### src/rtl/sc_dec_pkg.sv
// Shared types and sizing for the SC polar decoder core.
package sc_dec_pkg;

  typedef enum logic [1:0] {
    IDLE   = 2'd0,
    LOAD   = 2'd1,
    RUN    = 2'd2,
    OUTPUT = 2'd3
  } seq_state_e;

  localparam int unsigned N_LOG2_DEF = 3;
  localparam int unsigned P_LOG2_DEF = 1;
  localparam int unsigned N          = 2 ** N_LOG2_DEF;
  localparam int unsigned BEATS      = 2 ** (N_LOG2_DEF - P_LOG2_DEF);

  // Stage index width; kept at least 1 so a port can always be declared.
  function automatic int unsigned sw_width(input int unsigned log_n);
    return (log_n < 2) ? 1 : $clog2(log_n);
  endfunction

endpackage

### src/rtl/sc_frame_buffer.sv
// Decoded-frame storage: one bit written per decision, frozen positions forced to 0.
module sc_frame_buffer
  import sc_dec_pkg::*;
#(
  parameter int unsigned n = N_LOG2_DEF
) (
  input  logic            clk,
  input  logic            clear,
  input  logic            wr_en,
  input  logic [n-1:0]    wr_idx,
  input  logic [2**n-1:0] frozen,
  input  logic            bit_in,
  output logic [2**n-1:0] bits
);

  always_ff @(posedge clk) begin
    if (clear) begin
      bits <= '0;
    end else if (wr_en) begin
      bits[wr_idx] <= frozen[wr_idx] ? 1'b0 : bit_in;
    end
  end

endmodule

### src/rtl/sc_decode_sequencer.sv
// Frame sequencer for the SC polar decoder: load LLRs, run PEs, collect decisions, hand off frame.
// Optional SC_SEQ_CYCLE_COUNT_EN adds a saturating run_cycles counter output.
module sc_decode_sequencer
  import sc_dec_pkg::*;
#(
  parameter int unsigned n  = N_LOG2_DEF,
  parameter int unsigned p  = P_LOG2_DEF,
  parameter int unsigned SW = sw_width(n)
) (
  input  logic            clk,
  input  logic            rst,
  input  logic            start,
  input  logic [2**n-1:0] frozen_mask,
  input  logic            in_valid,
  output logic            in_ready,
  output logic            llr_wr_en,
  output logic [n-p-1:0]  llr_wr_addr,
  input  logic [SW-1:0]   stage_index,
  input  logic [n-p-1:0]  exe_index,
  output logic            pe_en,
  output logic [n-1:0]    bit_index,
  input  logic            u_hat,
  output logic            bit_decide,
  output logic [2**n-1:0] out_bits,
  output logic            out_valid,
  input  logic            out_ready,
  output logic            busy,
  output logic            done
`ifdef SC_SEQ_CYCLE_COUNT_EN
  ,
  output logic [15:0]     run_cycles
`endif
);

  localparam int unsigned FRAME_LEN = 2 ** n;
  localparam int unsigned BEAT_CNT  = 2 ** (n - p);
  localparam int unsigned AW        = n - p;
  localparam logic [n-1:0]  LAST_BIT  = n'(FRAME_LEN - 1);
  localparam logic [AW-1:0] LAST_BEAT = AW'(BEAT_CNT - 1);

  seq_state_e      state;
  logic [2**n-1:0] frozen_r;
  logic [AW-1:0]   wr_addr;
  logic [n-1:0]    bit_idx;
  logic            done_r;
  logic            decide;

  // exe_index is only consumed by the PE array; the sequencer does not need it.
  logic unused_exe;
  assign unused_exe = ^exe_index;

  assign decide = (state == RUN) && (stage_index == '0);

  // Sequencer FSM with its address, bit position and done registers.
  always_ff @(posedge clk) begin
    if (rst) begin
      state    <= IDLE;
      frozen_r <= '0;
      wr_addr  <= '0;
      bit_idx  <= '0;
      done_r   <= 1'b0;
    end else begin
      done_r <= 1'b0;
      case (state)
        IDLE: begin
          if (start) begin
            state    <= LOAD;
            frozen_r <= frozen_mask;
            bit_idx  <= '0;
            wr_addr  <= '0;
          end
        end
        LOAD: begin
          if (in_valid) begin
            if (wr_addr == LAST_BEAT) begin
              state   <= RUN;
              wr_addr <= '0;
            end else begin
              wr_addr <= wr_addr + AW'(1);
            end
          end
        end
        RUN: begin
          // Last index is held so the stage controller sees it through OUTPUT and IDLE.
          if (stage_index == '0) begin
            if (bit_idx == LAST_BIT) begin
              state <= OUTPUT;
            end else begin
              bit_idx <= bit_idx + n'(1);
            end
          end
        end
        OUTPUT: begin
          if (out_ready) begin
            state  <= IDLE;
            done_r <= 1'b1;
          end
        end
        default: state <= IDLE;
      endcase
    end
  end

  sc_frame_buffer #(.n(n)) u_frame_buffer (
    .clk    (clk),
    .clear  (rst),
    .wr_en  (decide),
    .wr_idx (bit_idx),
    .frozen (frozen_r),
    .bit_in (u_hat),
    .bits   (out_bits)
  );

  assign in_ready    = (state == LOAD);
  assign llr_wr_en   = in_valid && (state == LOAD);
  assign llr_wr_addr = wr_addr;
  assign pe_en       = (state == RUN);
  assign bit_index   = bit_idx;
  assign bit_decide  = decide;
  assign out_valid   = (state == OUTPUT);
  assign busy        = (state != IDLE);
  assign done        = done_r;

`ifdef SC_SEQ_CYCLE_COUNT_EN
  logic [15:0] cyc_cnt;

  // Counts enabled PE cycles of the current frame, saturating.
  always_ff @(posedge clk) begin
    if (rst) begin
      cyc_cnt <= '0;
    end else if ((state == IDLE) && start) begin
      cyc_cnt <= '0;
    end else if ((state == RUN) && (cyc_cnt != 16'hFFFF)) begin
      cyc_cnt <= cyc_cnt + 16'd1;
    end
  end

  assign run_cycles = cyc_cnt;
`endif

endmodule

### config.mk
export PLATFORM = sky130hd
export DESIGN_NAME = sc_decode_sequencer
export DESIGN_NICKNAME = d
export VERILOG_FILES = /design/src/rtl/sc_dec_pkg.sv /design/src/rtl/sc_frame_buffer.sv /design/src/rtl/sc_decode_sequencer.sv
export SDC_FILE = /design/constraint.sdc
export NUM_CORES = 1
export LEC_CHECK = 0
export BUFFER_PORTS_ARGS = -buffer_cell sky130_fd_sc_hd__buf_4
export CELL_PAD_IN_SITES_DETAIL_PLACEMENT = 2
export CELL_PAD_IN_SITES_GLOBAL_PLACEMENT = 2
export CORE_MARGIN = 5
export CORE_UTILIZATION = 28
export CTS_CLUSTER_DIAMETER = 120
export CTS_CLUSTER_SIZE = 10
export DETAILED_ROUTE_END_ITERATION = 16
export PLACE_DENSITY_LB_ADDON = 0.1
export REMOVE_ABC_BUFFERS = 1
export SLEW_MARGIN = 20
export SYNTH_ARGS = -nofsm -noshare
export SYNTH_HDL_FRONTEND = slang
export SYNTH_SLANG_ARGS = --single-unit
### constraint.sdc
create_clock -name clk -period 2 [get_ports clk]
set_input_delay 0.3 -clock clk [delete_from_list [all_inputs] [get_ports clk]]
set_output_delay 0.3 -clock clk [all_outputs]
set_load 0.02 [all_outputs]
# == Yosys cells after proc, flatten, opt, wreduce, memory -nomap -nowiden ==
# Index checks and enable logic that the tools add are counted.
# word_totals
reg_bits,24
latchBits,0
ram_bits,0
rom_bits,0
inputBits,18
memories,0
# op_classes
n_addsub,2
mul,0
n_div,0
magnitude_cmp,2
n_eq_ne,12
shifts,0
muxes,22
bitwise,1
n_reduce_logical,13
# ops
cell,count
two-way mux 2 bit,9
two-way mux 3 bit,3
bitwise mux 8 bit,1
inequality test 2 x 1 -> 1 bit (second input constant),4
case mux 2 bit (4 select lines),1
== test 2 bit (second input constant),3
inequality test 2 bit (second input constant),3
case mux 3 bit (2 select lines),1
AND reduction 6 bit,1
nonzero test 2 bit,3
zero test 2 bit,2
less-than comparator 3 x 4 -> 1 bit (second input constant),1
two-way mux 1 bit,4
case mux 2 bit (2 select lines),1
AND reduction 4 bit,1
adder 3 x 1 -> 3 bit (second input constant),1
binary-select mux 1 bit (select 3 bit),1
demux 1 bit (select 3 bit),1
== test 3 bit (second input constant),1
>= comparator 3 x 1 -> 1 bit (second input constant),1
logical AND 1 bit,3
AND reduction 3 bit,1
adder 2 x 1 -> 2 bit (second input constant),1
== test 2 x 1 -> 1 bit (second input constant),1
other kinds (3),3

# == Longest topological paths before layout ==
# Gate-level depths: netlist (run 1).
# logic_depth
ltp_word,5
mapped_depth,6
mapped_depth_nobuf,6

# == Cells and area by module ==
# From an unflattened synthesis (run 1), not the netlist that was laid out.
# unflattened
hier_cells,143
area_unflattened_um2,1249.9
# by_module_without_submodules
module,n_inst,cells_per_inst,area_per_inst_um2
sc_decode_sequencer,1,94,803.3
sc_frame_buffer,1,49,446.7

# == Least setup slack after synthesis (run 1) ==
# Ideal clock, no wire load.
# synth_timing
path_kind,register to register
start,reg state[0]
end,reg u_frame_buffer.bits[6]
setup_time_ns,0.070
arrival_time_ns,1.769
setup_slack_ns,0.162
path_stages_with_launch,7
path_buffers,0
synth_period_minus_slack_ns,1.838
cell_sequence,dfxtp_1 inv_1 ha_1 nor3b_4 nand3_2 or4b_1 a21oi_1
# synth_via
elab_chain_cells,2
# synth_rtl
item,line_no,text
from (decl),sc_decode_sequencer.sv:41,seq_state_e state;
from (signal assigned),sc_decode_sequencer.sv:57,state <= IDLE;
from (signal assigned),sc_decode_sequencer.sv:67,state <= LOAD;
from (signal assigned),sc_decode_sequencer.sv:76,state <= RUN;
== test 2 bit,sc_decode_sequencer.sv:52,assign decide = (state == RUN) && (stage_index == '0);
logical AND 1 bit,sc_decode_sequencer.sv:52,
named net bit_decide,sc_decode_sequencer.sv:23,"output logic bit_decide,"
"to (signal, indexed assignment)",sc_frame_buffer.sv:20,bits[wr_idx] <= frozen[wr_idx] ? 1'b0 : bit_in;
to (decl),sc_frame_buffer.sv:13,output logic [2**n-1:0] bits
# The timed path passes the listed nets, and every way through them passes these cells.
# A chain may end at the register's enable or synchronous reset.

# == Worst setup path after layout (run 1) ==
# layout_timing
start,reg state[0]
end,reg u_frame_buffer.bits[6]
# layout_via
elab_chain_cells,2
# layout_rtl
item,line_no
== test 2 bit,sc_decode_sequencer.sv:52
logical AND 1 bit,sc_decode_sequencer.sv:52
# No other way between the ends.

==> results of run 1 <==
## metal layers
layer / share of wire / vias to the layer above
li1: - / 600
met5: 0 / -
met4: 0.0061 / 0
met1: 0.47 / 593
met2: 0.48 / 24
met3: 0.040 / 2
## state kept, by name (all words and copies together), names as in the netlist
signal,count
bit_index,3
done,1
frozen_r,8
state,2
u_frame_buffer.bits,8
llr_wr_addr,2
## worst max-delay path by stage
stage,slack (ps),endpoint,depth (start not counted),startpoint
finish,170,u_frame_buffer.bits[6],6,state[0]
floorplan,160,state[1],6,bit_index[0]
detailed placement,150,u_frame_buffer.bits[6],6,state[0]
CTS,130,u_frame_buffer.bits[6],6,state[0]
global route,3,bit_index[0],6,state[1]
global placement,220,u_frame_buffer.bits[6],6,state[0]
## kinds of logic (layout without fill, tap and decap cells)
kind of cell | count (synthesis) | count (layout) | share of synthesized area
DFF | 24 | 24 | 0.393
and+or+nand+nor | 70 | 70 | 0.319
AOI/OAI and AO/OA | 34 | 34 | 0.161
buffers and inverters | 13 | 51 | 0.0451
adders and majority gates | 8 | 8 | 0.0820
## report_power, final
part,leakage (µW),switching (µW),internal [µW]
sequential,0.000195,42.8,532
combinational,0.000445,403,265
clock,0.0000357,173,268
total,0.000676,619,1060
## cell usage in the layout (no fill, tap or decap), drive strengths merged, types with 2 or more instances in the layout
cell type  instances
and3               2
nand4b             2
nor2               6
o21a               2
nand2             26
or2                2
or3b               2
inv                7
o2111ai            2
nor3b              2
nand3b             3
ha                 8
nor2b              4
buf               40
clkbuf             3
nand3             12
dfxtp             24
a21oi             18
o21ai              8
## worst register-to-register path: cells and delay by family (launching register included)
family / cells / cell delay, ps
flip-flops: 1 / 340
buffers and inverters: 1 / 130
AO/OA/AOI/OAI: 1 / 150
adder cells (fa/ha/maj): 1 / 260
AND/OR/NAND/NOR: 3 / 890
## per-stage QoR
step	total power [µW]	hold WS [ps]	instances	instance area, µm²	worst slack [ps]
global placement	1230	440	235	1560	224
global route	1810	274	239	1640	3.04
detailed placement	1250	455	235	1560	152
CTS	1700	277	239	1630	126
floorplan	984	369	143	1190	155
finish	1680	282	239	1640	169
## what timing repair did
item	4_1_cts	5_1_grt
gates resized for setup	0	1
buffers inserted	0	0
endpoints found under the setup margin	0	1
## layout make-up
type	instances	area [µm²]
inverter	7	26.3
fill	507	2660
clock inverter	1	30.0
sequential	24	480
clock buffer	3	41.3
multi-input combinational	112	692
tap	52	65.1
timing repair buffer	40	300
## cell usage after synthesis, types with 2 or more instances
| cell | instances |
|---|---|
| nand3_1 | 11 |
| nand4b_1 | 2 |
| o2111ai_1 | 2 |
| and3_1 | 2 |
| a21oi_1 | 18 |
| nand2_1 | 26 |
| o21a_1 | 2 |
| or3b_1 | 2 |
| dfxtp_1 | 24 |
| o21ai_0 | 8 |
| clkbuf_1 | 3 |
| nor2_1 | 6 |
| or2_2 | 2 |
| buf_2 | 2 |
| nor2b_1 | 4 |
| ha_1 | 8 |
| nand3b_1 | 3 |
| inv_1 | 7 |
==> run summary, run 1 <==
dpl hpwl: 2880 µm
Final Skew: 4.22 ps
Die Y: 76.0 µm
total routed wirelength: 3780 µm
met2 usage: 0.225
H-tree depth: 1
Static Leak: 0.000676 µW
Initial Utilization: 0.284
DRC viols: 0
critical path cell sequence: inv_1 > ha_1 > nor3b_4 > nand3_2 > or4b_1 > a21oi_1
slew margin rel.: 0.666
cts-stage hold buffer count: 0
CP endpoint kind: flop
boundary pin count: 38
clock-pin slew on the worst setup and hold paths: 90 ps
reg2reg end: u_frame_buffer.bits[6]
Hold Path Class: in2reg
hold path startpoint: frozen_mask[2]
CORE AREA: 4290 µm²
FP Rows: 24
Synth Register Bits: 24
Sink Count: 24
Clock Latency Late Sink: 270 ps
Mapped Cells: 149
Final Setup Violations: 0
crit-path max cell delay: 510 ps
R2R depth: 6
worst hold stages: 3
Mapped Area: 1220 µm²
met1 Use GR: 0.167
CTS tree: built
met3 GRT Util: 0.0307
Top Usage Layer GRT: met2
fin. max-slew vios: 0
cell taking the most area after synthesis: dfxtp_1
Peak Freq: 546 MHz
Worst Setup Path Type: reg2reg
total gr overflow: 0
vias in the first global route: 1399
Layout area overhead: 33.9%
status: completed
Num CTS Buffers: 3
die width: 76.0 µm
Setup TNS: 0 ps
CP startpoint kind: flop
Largest delay share family, worst path: simple AND/OR/NAND/NOR gates
RR Startpoint: state[0]
top-area cell type share of the netlist area: 0.393
Final Cycle Share: 0.916
VDD IR-drop max: 0.000364 V
die area: 5780 µm²
total number of vias: 1219
GP Congestion: 0.743
ratio of cells with drive above 1 in the final layout: 0.267
Max-Cap Viols: 0
Seq/Total Area, Yosys: 0.393
worst path required time: 2210 ps
Final nets: 214
largest net degree at the start of global routing: 28
Yosys cell types: 35
highest fanout seen on the critical path: 6
worst reg-to-reg setup slack: 170 ps
antenna cells: 0
Final ANT Viol Nets: 0
YS warnings: 0
overall routing resource usage: 0.134
Hold Vio Cnt, Final: 0
RSZ-0062 raised after global routing: no
ys flop type: dfxtp_1
Pre-antenna DRT Iters: 4
ranking of synthesized cells by area: dfxtp_1 39%, ha_1 8.2%, nand2_1 8.0%
Async S/R FF share, synth: 0
Slew @ Worst Pin: 495 ps
Starting DRT DRC Count: 31
Tmin final: 1830 ps
Power per Cell Area: 1030 nW/µm²
antenna violations before repair: 0
first-pass GRT wire length: 6560 µm
worst path arrival time: 2040 ps
worst path bufs/invs: 1
syn_area_per_cell: 8.20 µm²
worst-case clock buffer depth: 2
Worst path slowest cell: or4b_1
Post-synth EDFFs: 0
Wirelength per Cell: 15.8 µm
Via-to-Cell Ratio: 5.10
Clock Tree Root: clkbuf_8
# port buffers: 35
Layout Utilization: 0.381
WHS Endpoint: frozen_r[2]
No activity file was read; power rests on OpenSTA's default activity.
==> run 2, diff against run 1 <==
--- a/config.mk
+++ b/config.mk
@@ -10,9 +10,9 @@
 export CELL_PAD_IN_SITES_GLOBAL_PLACEMENT = 2
 export CORE_MARGIN = 5
 export CORE_UTILIZATION = 28
-export CTS_CLUSTER_DIAMETER = 120
 export CTS_CLUSTER_SIZE = 10
 export DETAILED_ROUTE_END_ITERATION = 16
+export GPL_TIMING_DRIVEN = 0
 export PLACE_DENSITY_LB_ADDON = 0.1
 export REMOVE_ABC_BUFFERS = 1
 export SLEW_MARGIN = 20
==> run summary, run 2 (synthesized netlist as in run 1, its figures left out) <==
Sink Count: 24 (unchanged)
total gr overflow: 0 (unchanged)
die width: 76.0 µm (unchanged)
Max-Cap Viols: 0 (unchanged)
Clock Latency Late Sink: 260 ps (was 270 ps)
dpl hpwl: 2840 µm (was 2880 µm)
Power per Cell Area: 953 nW/µm² (was 1030 nW/µm²)
fin. max-slew vios: 0 (unchanged)
Layout area overhead: 30.8% (was 33.9%)
H-tree depth: 1 (unchanged)
Worst Setup Path Type: reg2reg (unchanged)
GP Congestion: 0.736 (was 0.743)
Clock Tree Root: clkbuf_8 (unchanged)
Final Skew: 2.57 ps (was 4.22 ps)
most frequent cells in the layout: 38 x buf_4, 26 x nand2_1, 22 x dfxtp_1, 18 x a21oi_1, 11 x nand3_1 (was 40 x buf_4, 26 x nand2_1, 24 x dfxtp_1, 18 x a21oi_1, 11 x nand3_1)
Logic pwr share: 0.428 (was 0.397)
placed cell area: 1520 µm² (was 1560 µm²)
antenna cells: 0 (unchanged)
Worst path slowest cell: or3b_1 (was or4b_1)
Final nets: 212 (was 214)
Static Leak: 0.000652 µW (was 0.000676 µW)
first-pass GRT wire length: 6460 µm (was 6560 µm)
Sw Ratio: 0.391 (was 0.368)
total routed wirelength: 3760 µm (was 3780 µm)
Clock power frac: 0.189 (was 0.262)
worst path required time: 2200 ps (was 2210 ps)
Switching Power: 596 µW (was 619 µW)
boundary pin count: 38 (unchanged)
# port buffers: 35 (unchanged)
Hold Path Class: in2reg (unchanged)
vias in the first global route: 1314 (was 1399)
Initial Utilization: 0.284 (unchanged)
critical path cell sequence: inv_1 > ha_2 > nor3b_4 > buf_4 > nand4_1 > or3b_1 > a21oi_1 (was inv_1 > ha_1 > nor3b_4 > nand3_2 > or4b_1 > a21oi_1)
Slew @ Worst Pin: 589 ps (was 495 ps)
most common cell after layout, fill and taps aside: buf_4 (unchanged)
Layout Utilization: 0.372 (was 0.381)
CORE AREA: 4290 µm² (unchanged)
R2R depth: 7 (was 6)
Num CTS Buffers: 3 (unchanged)
VDD IR-drop max: 0.000352 V (was 0.000364 V)
die area: 5780 µm² (unchanged)
overall routing resource usage: 0.133 (was 0.134)
CP endpoint kind: flop (unchanged)
Peak Freq: 531 MHz (was 546 MHz)
Hold Vio Cnt, Final: 0 (unchanged)
Final ANT Viol Nets: 0 (unchanged)
Final Cycle Share: 0.942 (was 0.916)
Via-to-Cell Ratio: 5.10 (about the same)
Die Y: 76.0 µm (unchanged)
Pre-antenna DRT Iters: 4 (unchanged)
slew margin rel.: 0.606 (was 0.666)
crit-path max cell delay: 400 ps (was 510 ps)
Pint: 927 µW (was 1060 µW)
worst path arrival time: 2090 ps (was 2040 ps)
status: completed (unchanged)
Final Setup Violations: 0 (unchanged)
sequential cell fraction of total power: 0.383 (was 0.341)
CP startpoint kind: flop (unchanged)
FP Rows: 24 (unchanged)
worst-case clock buffer depth: 2 (unchanged)
antenna violations before repair: 0 (unchanged)
Wirelength per Cell: 15.9 µm (was 15.8 µm)
Tmin final: 1880 ps (was 1830 ps)
largest net degree at the start of global routing: 28 (unchanged)
CTS tree: built (unchanged)
ratio of cells with drive above 1 in the final layout: 0.277 (was 0.267)
highest fanout seen on the critical path: 6 (unchanged)
Finished Cell Area: 1600 µm² (was 1640 µm²)
clock-pin slew on the worst setup and hold paths: 80 ps (was 90 ps)
total number of vias: 1203 (was 1219)
DRC viols: 0 (unchanged)
cts-stage hold buffer count: 0 (unchanged)
Starting DRT DRC Count: 39 (was 31)
worst hold stages: 3 (unchanged)
==> run 2: per-layer routing <==
metal | GRT usage | vias up | routed length, µm
li1 | - | 591 | -
met1 | 0.171 | 582 | 1720
met2 | 0.215 | 28 | 1810
met3 | 0.0473 | 2 | 204
met4 | 0.0267 | 0 | 22
met5 | 0 | - | 0
==> run 2: what timing repair did <==
action,4_1_cts,5_1_grt
setup buffers,0,3
endpoints found under the setup margin,3,4
gates resized for setup,3,3
==> run 2: final timing paths <==
check                                     from  slack [ps]                     end
worst max-delay path                  state[0]         120  u_frame_buffer.bits[7]
worst max register to register        state[0]         120  u_frame_buffer.bits[7]
worst min register to register     frozen_r[6]         470             frozen_r[6]
worst min-delay path            frozen_mask[6]         290             frozen_r[6]
==> run 2: layout make-up <==
type,instances,area (µm²)
Clock buffer,3,41.3
Fill cell,498,2700
Inverter,7,26.3
Multi-Input combinational cell,112,697
Sequential cell,24,483
Tap cell,52,65.1
Timing Repair Buffer,38,285
==> run 2: power by group through the flow <==
| stage | Sequential [µW] | Combinational, µW | Clock [µW] |
|---|---|---|---|
| CTS | 586 | 642 | 305 |
| finish | 583 | 651 | 288 |
| global route | 593 | 745 | 319 |
| floorplan | 588 | 396 | 0 |
| detailed placement | 596 | 628 | 0 |
| global placement | 592 | 608 | 0 |
==> run 2: stage by stage <==
step | total power [µW] | instances | hold WS (ps) | setup slack, ps | TNS [ps]
2_1_floorplan | 984 | 143 | 369 | 155 | 0
3_3_place_gp | 1200 | 230 | 439 | 28.4 | 0
3_5_place_dp | 1220 | 230 | 464 | -39.7 | -76.6
4_1_cts | 1530 | 233 | 289 | 26.0 | 0
5_1_grt | 1660 | 236 | 291 | -26.5 | -34.5
6_report | 1520 | 236 | 294 | 117 | 0
==> run 2: critical path: cells and delay by family, from the launching register on <==
kind	cells	cell delay (ps)
compound gates	1	140
fa+ha+maj	1	260
buf+inv	2	290
flops	1	330
simple gates	3	790
